===== src/rtl/ace_snoop_responder_if.sv =====
// ace_snoop_responder_if
// Groups the three ACE snoop channels (AC request, CR response, CD data).
//   master modport : the snoop responder (accepts AC, drives CR and CD)
//   slave modport  : the snoop issuer (drives AC, accepts CR and CD)
interface ace_snoop_responder_if #(
    parameter int ADDR_WIDTH       = 64,
    parameter int SNOOP_DATA_WIDTH = 128
) ();
    logic                        ACVALID;
    logic                        ACREADY;
    logic [ADDR_WIDTH-1:0]       ACADDR;
    logic [3:0]                  ACSNOOP;
    logic [2:0]                  ACPROT;
    logic                        CRVALID;
    logic                        CRREADY;
    logic [4:0]                  CRRESP;
    logic                        CDVALID;
    logic                        CDREADY;
    logic [SNOOP_DATA_WIDTH-1:0] CDDATA;
    logic                        CDLAST;

    modport master (
        input  ACVALID, ACADDR, ACSNOOP, ACPROT, CRREADY, CDREADY,
        output ACREADY, CRVALID, CRRESP, CDVALID, CDDATA, CDLAST
    );

    modport slave (
        output ACVALID, ACADDR, ACSNOOP, ACPROT, CRREADY, CDREADY,
        input  ACREADY, CRVALID, CRRESP, CDVALID, CDDATA, CDLAST
    );
endinterface


===== src/rtl/ace_snoop_responder.sv =====
// ace_snoop_responder
// Master-side ACE snoop responder backed by a small fully-associative
// line-state table that is preloaded through a fill port.
// Ports:
//   ACLK        clock, rising edge
//   ARESET      asynchronous active-high reset; also clears the table
//   snp         AC/CR/CD snoop channels (master modport)
//   fill_*      table write port (index, tag, valid, dirty, shared, seed)
//   hit_count   saturating count of snoop hits
module ace_snoop_responder #(
    parameter  int ADDR_WIDTH       = 64,
    parameter  int SNOOP_DATA_WIDTH = 128,
    parameter  int CACHE_LINE_SIZE  = 6,
    parameter  int DEPTH            = 4,
    localparam int IDX_W            = (DEPTH > 1) ? $clog2(DEPTH) : 1,
    localparam int TAG_W            = ADDR_WIDTH - CACHE_LINE_SIZE
) (
    input  logic                      ACLK,
    input  logic                      ARESET,
    ace_snoop_responder_if.master     snp,
    input  logic                      fill_valid,
    input  logic [IDX_W-1:0]          fill_index,
    input  logic [TAG_W-1:0]          fill_tag,
    input  logic                      fill_en,
    input  logic                      fill_dirty,
    input  logic                      fill_shared,
    input  logic [31:0]               fill_seed,
    output logic [15:0]               hit_count
);
    localparam int WORDS       = SNOOP_DATA_WIDTH / 32;
    localparam int BEAT_BYTES  = SNOOP_DATA_WIDTH / 8;
    localparam int LINE_BYTES  = 1 << CACHE_LINE_SIZE;
    localparam int NB          = (LINE_BYTES / BEAT_BYTES > 0) ? LINE_BYTES / BEAT_BYTES : 1;
    localparam int BEAT_W      = (NB > 1) ? $clog2(NB) : 1;

    typedef enum logic [1:0] {S_IDLE, S_LOOKUP, S_RESP} state_t;
    typedef enum logic [1:0] {ACT_NONE, ACT_SHARE, ACT_CLEAN, ACT_INVAL} act_t;

    state_t             state_reg;
    logic [TAG_W-1:0]   ac_tag_reg;
    logic [3:0]         ac_snoop_reg;
    logic [31:0]        seed_lat_reg;
    logic [BEAT_W-1:0]  beat_reg;

    logic               valid_reg  [DEPTH];
    logic               dirty_reg  [DEPTH];
    logic               shared_reg [DEPTH];
    logic [TAG_W-1:0]   tag_reg    [DEPTH];
    logic [31:0]        seed_reg   [DEPTH];

    logic [DEPTH-1:0]   match;
    logic               hit;
    logic [IDX_W-1:0]   hit_idx;
    logic               snoop_hit;
    logic [4:0]         resp_next;
    act_t               act_next;
    logic               cr_busy;
    logic               cd_busy;

    // Address offset bits and protection are not needed for a line lookup.
    logic unused_ok;
    assign unused_ok = ^{snp.ACPROT, snp.ACADDR[CACHE_LINE_SIZE-1:0]};

    function automatic logic [SNOOP_DATA_WIDTH-1:0] beat_data(input logic [31:0] seed,
                                                               input logic [BEAT_W-1:0] k);
        logic [31:0] w;
        w = seed + 32'(k);
        return {WORDS{w}};
    endfunction

    generate
        for (genvar gi = 0; gi < DEPTH; gi++) begin : g_match
            assign match[gi] = valid_reg[gi] && (tag_reg[gi] == ac_tag_reg);
        end
    endgenerate

    // Lowest matching index wins: scan downward so the last assignment is the lowest.
    always_comb begin
        hit     = 1'b0;
        hit_idx = '0;
        for (int i = DEPTH - 1; i >= 0; i--) begin
            if (match[i]) begin
                hit     = 1'b1;
                hit_idx = IDX_W'(i);
            end
        end
    end

    // Response bits {WasUnique, IsShared, PassDirty, Error, DataTransfer}.
    // Only recognised opcodes count as hits; others behave like a miss.
    always_comb begin
        logic d, s, known;
        d         = dirty_reg[hit_idx];
        s         = shared_reg[hit_idx];
        known     = 1'b1;
        resp_next = '0;
        act_next  = ACT_NONE;
        case (ac_snoop_reg)
            4'b0000: resp_next = {!s, 1'b1, 1'b0, 1'b0, 1'b1};
            4'b0001, 4'b0010, 4'b0011: begin
                resp_next = {!s, 1'b1, d, 1'b0, 1'b1};
                act_next  = ACT_SHARE;
            end
            4'b0111: begin
                resp_next = {!s, 1'b0, d, 1'b0, 1'b1};
                act_next  = ACT_INVAL;
            end
            4'b1001: begin
                resp_next = {!s, 1'b0, d, 1'b0, d};
                act_next  = ACT_INVAL;
            end
            4'b1000: begin
                resp_next = {!s, 1'b1, d, 1'b0, d};
                act_next  = ACT_CLEAN;
            end
            4'b1101: begin
                resp_next = {!s, 4'b0000};
                act_next  = ACT_INVAL;
            end
            default: known = 1'b0;
        endcase
        snoop_hit = hit && known;
        if (!snoop_hit) begin
            resp_next = '0;
            act_next  = ACT_NONE;
        end
    end

    // A channel is still busy unless its final handshake happens this edge.
    assign cr_busy = snp.CRVALID && !snp.CRREADY;
    assign cd_busy = snp.CDVALID && !(snp.CDREADY && snp.CDLAST);

    always_ff @(posedge ACLK or posedge ARESET) begin
        if (ARESET) begin
            state_reg    <= S_IDLE;
            ac_tag_reg   <= '0;
            ac_snoop_reg <= '0;
            seed_lat_reg <= '0;
            beat_reg     <= '0;
            hit_count    <= '0;
            snp.ACREADY  <= 1'b0;
            snp.CRVALID  <= 1'b0;
            snp.CRRESP   <= '0;
            snp.CDVALID  <= 1'b0;
            snp.CDDATA   <= '0;
            snp.CDLAST   <= 1'b0;
            for (int i = 0; i < DEPTH; i++) begin
                valid_reg[i]  <= 1'b0;
                dirty_reg[i]  <= 1'b0;
                shared_reg[i] <= 1'b0;
                tag_reg[i]    <= '0;
                seed_reg[i]   <= '0;
            end
        end else begin
            case (state_reg)
                S_IDLE: begin
                    snp.ACREADY <= 1'b1;
                    if (snp.ACREADY && snp.ACVALID) begin
                        snp.ACREADY  <= 1'b0;
                        ac_tag_reg   <= snp.ACADDR[ADDR_WIDTH-1:CACHE_LINE_SIZE];
                        ac_snoop_reg <= snp.ACSNOOP;
                        state_reg    <= S_LOOKUP;
                    end
                end
                S_LOOKUP: begin
                    snp.CRVALID <= 1'b1;
                    snp.CRRESP  <= resp_next;
                    if (snoop_hit && hit_count != 16'hFFFF) begin
                        hit_count <= hit_count + 16'd1;
                    end
                    case (act_next)
                        ACT_SHARE: begin
                            shared_reg[hit_idx] <= 1'b1;
                            dirty_reg[hit_idx]  <= 1'b0;
                        end
                        ACT_CLEAN: dirty_reg[hit_idx] <= 1'b0;
                        ACT_INVAL: valid_reg[hit_idx] <= 1'b0;
                        default: ;
                    endcase
                    if (resp_next[0]) begin
                        snp.CDVALID  <= 1'b1;
                        snp.CDDATA   <= beat_data(seed_reg[hit_idx], '0);
                        snp.CDLAST   <= (NB == 1);
                        seed_lat_reg <= seed_reg[hit_idx];
                        beat_reg     <= '0;
                    end
                    state_reg <= S_RESP;
                end
                S_RESP: begin
                    if (snp.CRVALID && snp.CRREADY) begin
                        snp.CRVALID <= 1'b0;
                        snp.CRRESP  <= '0;
                    end
                    if (snp.CDVALID && snp.CDREADY) begin
                        if (snp.CDLAST) begin
                            snp.CDVALID <= 1'b0;
                            snp.CDLAST  <= 1'b0;
                            snp.CDDATA  <= '0;
                        end else begin
                            beat_reg   <= beat_reg + 1'b1;
                            snp.CDDATA <= beat_data(seed_lat_reg, beat_reg + 1'b1);
                            snp.CDLAST <= ((beat_reg + 1'b1) == BEAT_W'(NB - 1));
                        end
                    end
                    if (!cr_busy && !cd_busy) begin
                        state_reg   <= S_IDLE;
                        snp.ACREADY <= 1'b1;
                    end
                end
                default: state_reg <= S_IDLE;
            endcase
            // Fill is applied last so it overrides a snoop update to the same entry.
            if (fill_valid) begin
                valid_reg[fill_index]  <= fill_en;
                dirty_reg[fill_index]  <= fill_dirty;
                shared_reg[fill_index] <= fill_shared;
                tag_reg[fill_index]    <= fill_tag;
                seed_reg[fill_index]   <= fill_seed;
            end
        end
    end
endmodule


===== src/flat_wrapper.sv =====
// flat-port wrapper written by rule: the top's interface ports become plain ports
module ace_snoop_responder_flat 
#(
    parameter  int ADDR_WIDTH       = 64,
    parameter  int SNOOP_DATA_WIDTH = 128,
    parameter  int CACHE_LINE_SIZE  = 6,
    parameter  int DEPTH            = 4,
    localparam int IDX_W            = (DEPTH > 1) ? $clog2(DEPTH) : 1,
    localparam int TAG_W            = ADDR_WIDTH - CACHE_LINE_SIZE
)
  (ACLK, ARESET, fill_valid, fill_index, fill_tag, fill_en, fill_dirty, fill_shared, fill_seed, hit_count, snp_ACVALID, snp_ACADDR, snp_ACSNOOP, snp_ACPROT, snp_CRREADY, snp_CDREADY, snp_ACREADY, snp_CRVALID, snp_CRRESP, snp_CDVALID, snp_CDDATA, snp_CDLAST);
  ace_snoop_responder_if #(.ADDR_WIDTH(ADDR_WIDTH), .SNOOP_DATA_WIDTH(SNOOP_DATA_WIDTH)) snp_i ();
  input  logic ACLK;
  input  logic ARESET;
  input  logic fill_valid;
  input  logic [IDX_W-1:0] fill_index;
  input  logic [TAG_W-1:0] fill_tag;
  input  logic fill_en;
  input  logic fill_dirty;
  input  logic fill_shared;
  input  logic [31:0] fill_seed;
  output logic [15:0] hit_count;
  input wire logic [$bits(snp_i.ACVALID)-1:0] snp_ACVALID;
  input wire logic [$bits(snp_i.ACADDR)-1:0] snp_ACADDR;
  input wire logic [$bits(snp_i.ACSNOOP)-1:0] snp_ACSNOOP;
  input wire logic [$bits(snp_i.ACPROT)-1:0] snp_ACPROT;
  input wire logic [$bits(snp_i.CRREADY)-1:0] snp_CRREADY;
  input wire logic [$bits(snp_i.CDREADY)-1:0] snp_CDREADY;
  output wire logic [$bits(snp_i.ACREADY)-1:0] snp_ACREADY;
  output wire logic [$bits(snp_i.CRVALID)-1:0] snp_CRVALID;
  output wire logic [$bits(snp_i.CRRESP)-1:0] snp_CRRESP;
  output wire logic [$bits(snp_i.CDVALID)-1:0] snp_CDVALID;
  output wire logic [$bits(snp_i.CDDATA)-1:0] snp_CDDATA;
  output wire logic [$bits(snp_i.CDLAST)-1:0] snp_CDLAST;
  assign snp_i.ACVALID = snp_ACVALID;
  assign snp_i.ACADDR = snp_ACADDR;
  assign snp_i.ACSNOOP = snp_ACSNOOP;
  assign snp_i.ACPROT = snp_ACPROT;
  assign snp_i.CRREADY = snp_CRREADY;
  assign snp_i.CDREADY = snp_CDREADY;
  assign snp_ACREADY = snp_i.ACREADY;
  assign snp_CRVALID = snp_i.CRVALID;
  assign snp_CRRESP = snp_i.CRRESP;
  assign snp_CDVALID = snp_i.CDVALID;
  assign snp_CDDATA = snp_i.CDDATA;
  assign snp_CDLAST = snp_i.CDLAST;
  ace_snoop_responder #(.ADDR_WIDTH(ADDR_WIDTH), .SNOOP_DATA_WIDTH(SNOOP_DATA_WIDTH), .CACHE_LINE_SIZE(CACHE_LINE_SIZE), .DEPTH(DEPTH)) u_core (.ACLK(ACLK), .ARESET(ARESET), .snp(snp_i), .fill_valid(fill_valid), .fill_index(fill_index), .fill_tag(fill_tag), .fill_en(fill_en), .fill_dirty(fill_dirty), .fill_shared(fill_shared), .fill_seed(fill_seed), .hit_count(hit_count));
endmodule

===== config.mk =====
export PLATFORM = sky130hd
export DESIGN_NAME = ace_snoop_responder_flat
export DESIGN_NICKNAME = d
export VERILOG_FILES = /design/src/rtl/ace_snoop_responder_if.sv /design/src/rtl/ace_snoop_responder.sv /design/src/flat_wrapper.sv
export SDC_FILE = /design/constraint.sdc
export NUM_CORES = 2
export LEC_CHECK = 0
export CAP_MARGIN = 40
export CORE_ASPECT_RATIO = 0.9
export CORE_MARGIN = 2
export CORE_UTILIZATION = 35
export CTS_CLUSTER_SIZE = 10
export DETAILED_ROUTE_END_ITERATION = 7
export GPL_ROUTABILITY_DRIVEN = 0
export GPL_TIMING_DRIVEN = 0
export PLACE_DENSITY_LB_ADDON = 0.15
export SYNTH_ARGS = -nofsm -noshare
export SYNTH_HDL_FRONTEND = slang
export SYNTH_SLANG_ARGS = --single-unit

===== constraint.sdc =====
create_clock -name ACLK -period 21 [get_ports ACLK]
set_input_delay 2.1 -clock ACLK [delete_from_list [all_inputs] [get_ports ACLK]]
set_output_delay 2.1 -clock ACLK [all_outputs]
set_load 0.02 [all_outputs]

# Yosys cells after proc, flatten, opt, wreduce, memory -nomap -nowiden
# Cells that the tools add are included.
# classes
bitwise,6
muxes,70
n_reduce_logical,37
shifts,0
n_lt_le_gt_ge,4
div,0
multipliers,0
add_sub_neg,3
n_eq_ne,25
# ops
cell,count
$mux 128,3
$pmux 128 s2,1
$bwmux 232,1
$eq 58x58->1,4
$bwmux 128,1
$demux 58 s2,1
$mux 32,3
$bmux 32 s2,1
$demux 32 s2,1
$mux 58,1
$mux 4,9
$add 32x2->32,1
$pmux 5 s6,1
$mux 1,20
$mux 2,10
$add 16x1->16 const B,1
$ne 16x16->1 const B,1
$logic_and 1x1->1,15
$bwmux 4,3
$eq 4x4->1 const B,3
$ne 2x1->1 const B,6
$pmux 2 s3,2
$reduce_and 2->1,6
$mux 5,2
other kinds (27),48
# totals
reg_bits,623
inputBits,172
mem_count,0
output_inout_bits,153
latchBits,0
mem_bits_ro,0
ram_bits,0
wordCells,177

# Longest topological paths before layout
# depth
ltp_word,17
ltp_mapped,15
ltp_nobuf,14

# Worst setup path before layout
# No wires, ideal clock.
# synth_timing
kind,input to register
from,in fill_index[1]
to,reg u_core.seed_reg[118] (netlist bit)
required_time_ns,20.875
slack_ns,17.306
arrival_ns,3.570
n_path_buf,3
path_stages,5
cell_sequence,nor3b_1 clkbuf_1 clkbuf_1 buf_1 mux2_2
# synth_via
elab_chain_cells,6
# synth_rtl
item,line,text
"start, declared",flat_wrapper.sv:16,input logic [IDX_W-1:0] fill_index;
$not 2->3 (not written as such) (*),ace_snoop_responder.sv:218,seed_reg[fill_index] <= fill_seed;
$ge 3x3->1 (not written as such) / $lt 3x1->1 (equally long branches),ace_snoop_responder.sv:218,
$logic_and 1x1->1 (not written as such),ace_snoop_responder.sv:218,
$mux 32 (not written as such),ace_snoop_responder.sv:218,
$demux 32 s2 (*),ace_snoop_responder.sv:218,
$bwmux 128 (*),ace_snoop_responder.sv:218,
"end signal, assigned by index",ace_snoop_responder.sv:218,
"end, declared",ace_snoop_responder.sv:49,logic [31:0] seed_reg [DEPTH];
# Every way passes the cells marked *; elsewhere a longest branch is shown, timed or not.
# A chain may end at the register's enable or synchronous reset.

# Worst setup path after layout
# layout_timing
from,reg u_core.ac_tag_reg[51]
to,reg u_core.snp.CDDATA[120]
# layout_via
elab_chain_cells,14
# layout_rtl
item,line,text
"start, declared",ace_snoop_responder.sv:40,logic [TAG_W-1:0] ac_tag_reg;
"start signal, assigned",ace_snoop_responder.sv:160,ac_tag_reg <= snp.ACADDR[ADDR_WIDTH-1:CACHE_LINE_SIZE];
$eq 58x58->1,ace_snoop_responder.sv:73,assign match[gi] = valid_reg[gi] && (tag_reg[gi] == ac_tag_reg);
$logic_and 1x1->1,ace_snoop_responder.sv:73,
$mux 2 (4 in a row),ace_snoop_responder.sv:82,if (match[i]) begin
$not 2->3 (not written as such),"ace_snoop_responder.sv:93, ace_snoop_responder.sv:182",
$bmux 1 s2,ace_snoop_responder.sv:93,d = dirty_reg[hit_idx];
$mux 1 (not written as such) (2 in a row),ace_snoop_responder.sv:93,
$pmux 5 s6,ace_snoop_responder.sv:98,case (ac_snoop_reg)
$mux 5,ace_snoop_responder.sv:123,if (!snoop_hit) begin
$ne 2x1->1 (no source line),--,
$reduce_and 3->1 (no source line),--,
"end signal, assigned",ace_snoop_responder.sv:182,"snp.CDDATA <= beat_data(seed_reg[hit_idx], '0);"
"end signal, assigned",ace_snoop_responder.sv:201,"snp.CDDATA <= beat_data(seed_lat_reg, beat_reg + 1'b1);"
"end, declared",ace_snoop_responder_if.sv:24,"output ACREADY, CRVALID, CRRESP, CDVALID, CDDATA, CDLAST"
# Several ways; a longest one is shown, not always the timed one. The select of a mux whose other input is x is not followed.

==> results.json <==
{
  "clk_pin_slew_worst_paths_ps": 60,
  "switchingPower_uw": 1710,
  "slew_headroom_pct": 38.2,
  "ys_warn_count": 0,
  "multi_input_area_um2": 12000,
  "clockBufferDepth": 3,
  "nets": 2850,
  "cts_setup_buffers": 0,
  "cts_tree": "built",
  "worstHoldPathType": "reg2reg",
  "netlist_instances": 2270,
  "die_area_um2": 78400,
  "crit_family": "simple AND/OR/NAND/NOR gates",
  "synth_edf_count": 0,
  "crit_fanout": 10,
  "avgSynthCellArea_um2": 11.7,
  "whs_ps": 484,
  "grt_pass1_vias": 19800,
  "antenna_found_initial": 5,
  "cts_buffers": 61,
  "die_w_um": 295,
  "synth_area_um2": 26700,
  "fin_crit_ps": 4770,
  "power_density_nw_per_um2": 132,
  "cts.sink_count": 526,
  "fillCellCount": 7108,
  "detail-route-antenna-nets": 0,
  "num_rows": 96,
  "grt_pass1_wl_mm": 132,
  "ctsHtreeMaxLevel": 2,
  "die_y_um": 266,
  "fmax_mhz": 210,
  "wl_mm": 90.5,
  "core_um2": 75800,
  "area.sequential_um2": 13200,
  "critical-path-slowest-cell": "a211oi_1",
  "final-hold-violation-count": 0,
  "setup_violations": 0,
  "viasPerCell": 5.26,
  "post-route-period-util_pct": 22.7,
  "synth_area_leaders": "dfrtp_1 49%, mux2_2 18%, xnor2_1 4.8%, buf_4 2.8%, nand2b_1 2.6%",
  "tns_ps": 0,
  "area_growth_pct": 24.5,
  "critPathMaxStageDelay_ps": 660,
  "path_buf_inv": 3,
  "crit_chain": "clkbuf_1 > xor2_1 > or4_1 > nor4_1 > nand3_1 > nor2_1 > o32a_2 > buf_2 > buf_2 > nor2b_1 > a211oi_1 > o211ai_1 > o21a_1",
  "cts-root-buf": "clkbuf_16",
  "worst-path-stages": 13,
  "intPower_uw": 2680,
  "cts_resized": 0,
  "largest_reg_flops": 232,
  "synth.ff_latch_count": 526,
  "initial_core_util_pct": 35.2,
  "hpwl_mm": 70.7,
  "ir_worst_vdd_v": 0.0000676,
  "synth_cell_types": 69,
  "crit_arrival_ps": 5290,
  "io_buffer_count": 314,
  "status": "finished, final reports clean",
  "synth.most_common_cell": "dfrtp_1",
  "drc": 0,
  "drive_gt1_share_pct": 25.9,
  "seq_area_frac_synth_pct": 49.4,
  "power.leakage_uw": 0.0134,
  "synth.top_cell.area_share_pct": 49.4,
  "hold_buffers": 0,
  "start_kind": "register",
  "crit_required_ps": 21510,
  "worstMarginPinSlew_ps": 921,
  "ys.flop_type": "dfrtp_1",
  "drtPass1Iterations": 6,
  "maxSlewViolCount": 0,
  "io_pins": 325,
  "synth_fp_nets": 2452,
  "insertion_delay_ps": 630,
  "fin_skew_ps": 26.6,
  "synth_top_cell_by_area": "dfrtp_1",
  "routed-via-count": 19600,
  "track_usage_pct": 22.9,
  "grt_overflow_total": 0,
  "async_reset_ff_share_pct": 100,
  "wl_per_cell_um": 24.3,
  "place_inst": 3634,
  "p_sw_share_pct": 39.0,
  "whs_path_depth": 1,
  "setup.worst_path.end_class": "register",
  "rsz0062_at_grt": "no",
  "synth_commonest_cells": "526 x dfrtp_1, 436 x mux2_2, 145 x xnor2_1, 112 x nand2b_1, 100 x buf_4",
  "critical_path_class": "reg2reg",
  "p_comb_share_pct": 44.7,
  "r2r_cells": 13,
  "stdcell_count": 3722,
  "grt_max_degree": 124,
  "p_seq_share_pct": 32.9,
  "pwr-share-clk_pct": 22.4,
  "drv_cap": 0,
  "path_common_cell": "buf_2",
  "drt_iter0_drc": 1739
}
[through the flow]
step	cell area, um^2	utilization, %	total power (uW)	setup WS, ps
after floorplan	26700	-	2570	4200
after global placement	31100	41.0	3360	-2050
after detailed placement	31400	41.4	3390	15650
after CTS	33200	43.8	4400	16300
after global routing	33200	43.8	4600	16040
final	33200	43.8	4390	16230
[power groups by stage]
stage          Clock (uW)  Sequential, uW  Combinational, uW
2_1_floorplan           0            1430               1140
3_3_place_gp            0            1450               1910
3_5_place_dp            0            1460               1940
4_1_cts              1010            1440               1940
5_1_grt              1050            1470               2070
6_report              983            1440               1970
[final timing paths]
path / from / end / slack, ps
max: u_core.ac_tag_reg[51] / u_core.snp.CDDATA[120] / 16230
min: u_core.beat_reg[0] / u_core.beat_reg[0] / 480
max reg2reg: u_core.ac_tag_reg[51] / u_core.snp.CDDATA[120] / 16230
min reg2reg: u_core.beat_reg[0] / u_core.beat_reg[0] / 480
max in group asynchronous: ARESET / u_core.ac_tag_reg[3] / 17680
min in group asynchronous: ARESET / u_core.ac_tag_reg[44] / 1890
[routing by layer]
metal / vias to the layer above / wire length (um) / global-route usage, %
met5: - / 11 / 0
met4: 2 / 2870 / 7.52
met3: 167 / 7410 / 4.51
met2: 816 / 38300 / 33.6
met1: 9921 / 41900 / 33.7
li1: 8675 / - / -
[cells by family after synthesis]
| kind of cell | synth area share [%] |
|---|---|
| adder cells (fa/ha/maj) | 0.497 |
| buffers and inverters | 5.82 |
| AND/OR/NAND/NOR | 11.7 |
| AO/OA/AOI/OAI | 5.25 |
| XOR/XNOR | 7.51 |
| multiplexers | 19.8 |
| flip-flops | 49.4 |
| other | 0.0141 |
[layout by cell type, fill, tap and decap left out, types with 7 or more instances in the layout]
master / n
mux2_2: 436
nand2_1: 86
o21a_1: 21
o2111ai_1: 13
nor3_1: 8
clkdlybuf4s50_1: 314
nand4_1: 81
nand3_1: 83
ha_1: 9
nor3_2: 7
a211oi_1: 19
or4_1: 7
nor2b_1: 23
mux2i_1: 20
inv_1: 66
buf_4: 102
buf_2: 30
nand2b_1: 112
nor2_1: 44
a22o_1: 19
or3_1: 7
mux2_4: 11
nor4_1: 43
xor2_1: 78
xnor2_1: 145
clkbuf_8: 8
clkbuf_16: 63
a21oi_1: 8
buf_1: 13
o21ai_0: 39
a22oi_1: 14
dfrtp_1: 526
clkbuf_1: 101
and3_1: 10
o211ai_1: 27
buf_6: 9
[layout make-up]
class	count	area share, %
multi-input cells	1445	36.0
flip-flops and latches	526	39.7
clock buffers	82	5.21
diodes	3	0.0226
plain buffers	232	3.92
inverters	67	0.780
clock inverters	3	0.132
well taps	1029	3.88
repair buffers	335	10.4
No activity file was read; power rests on OpenSTA's default activity.
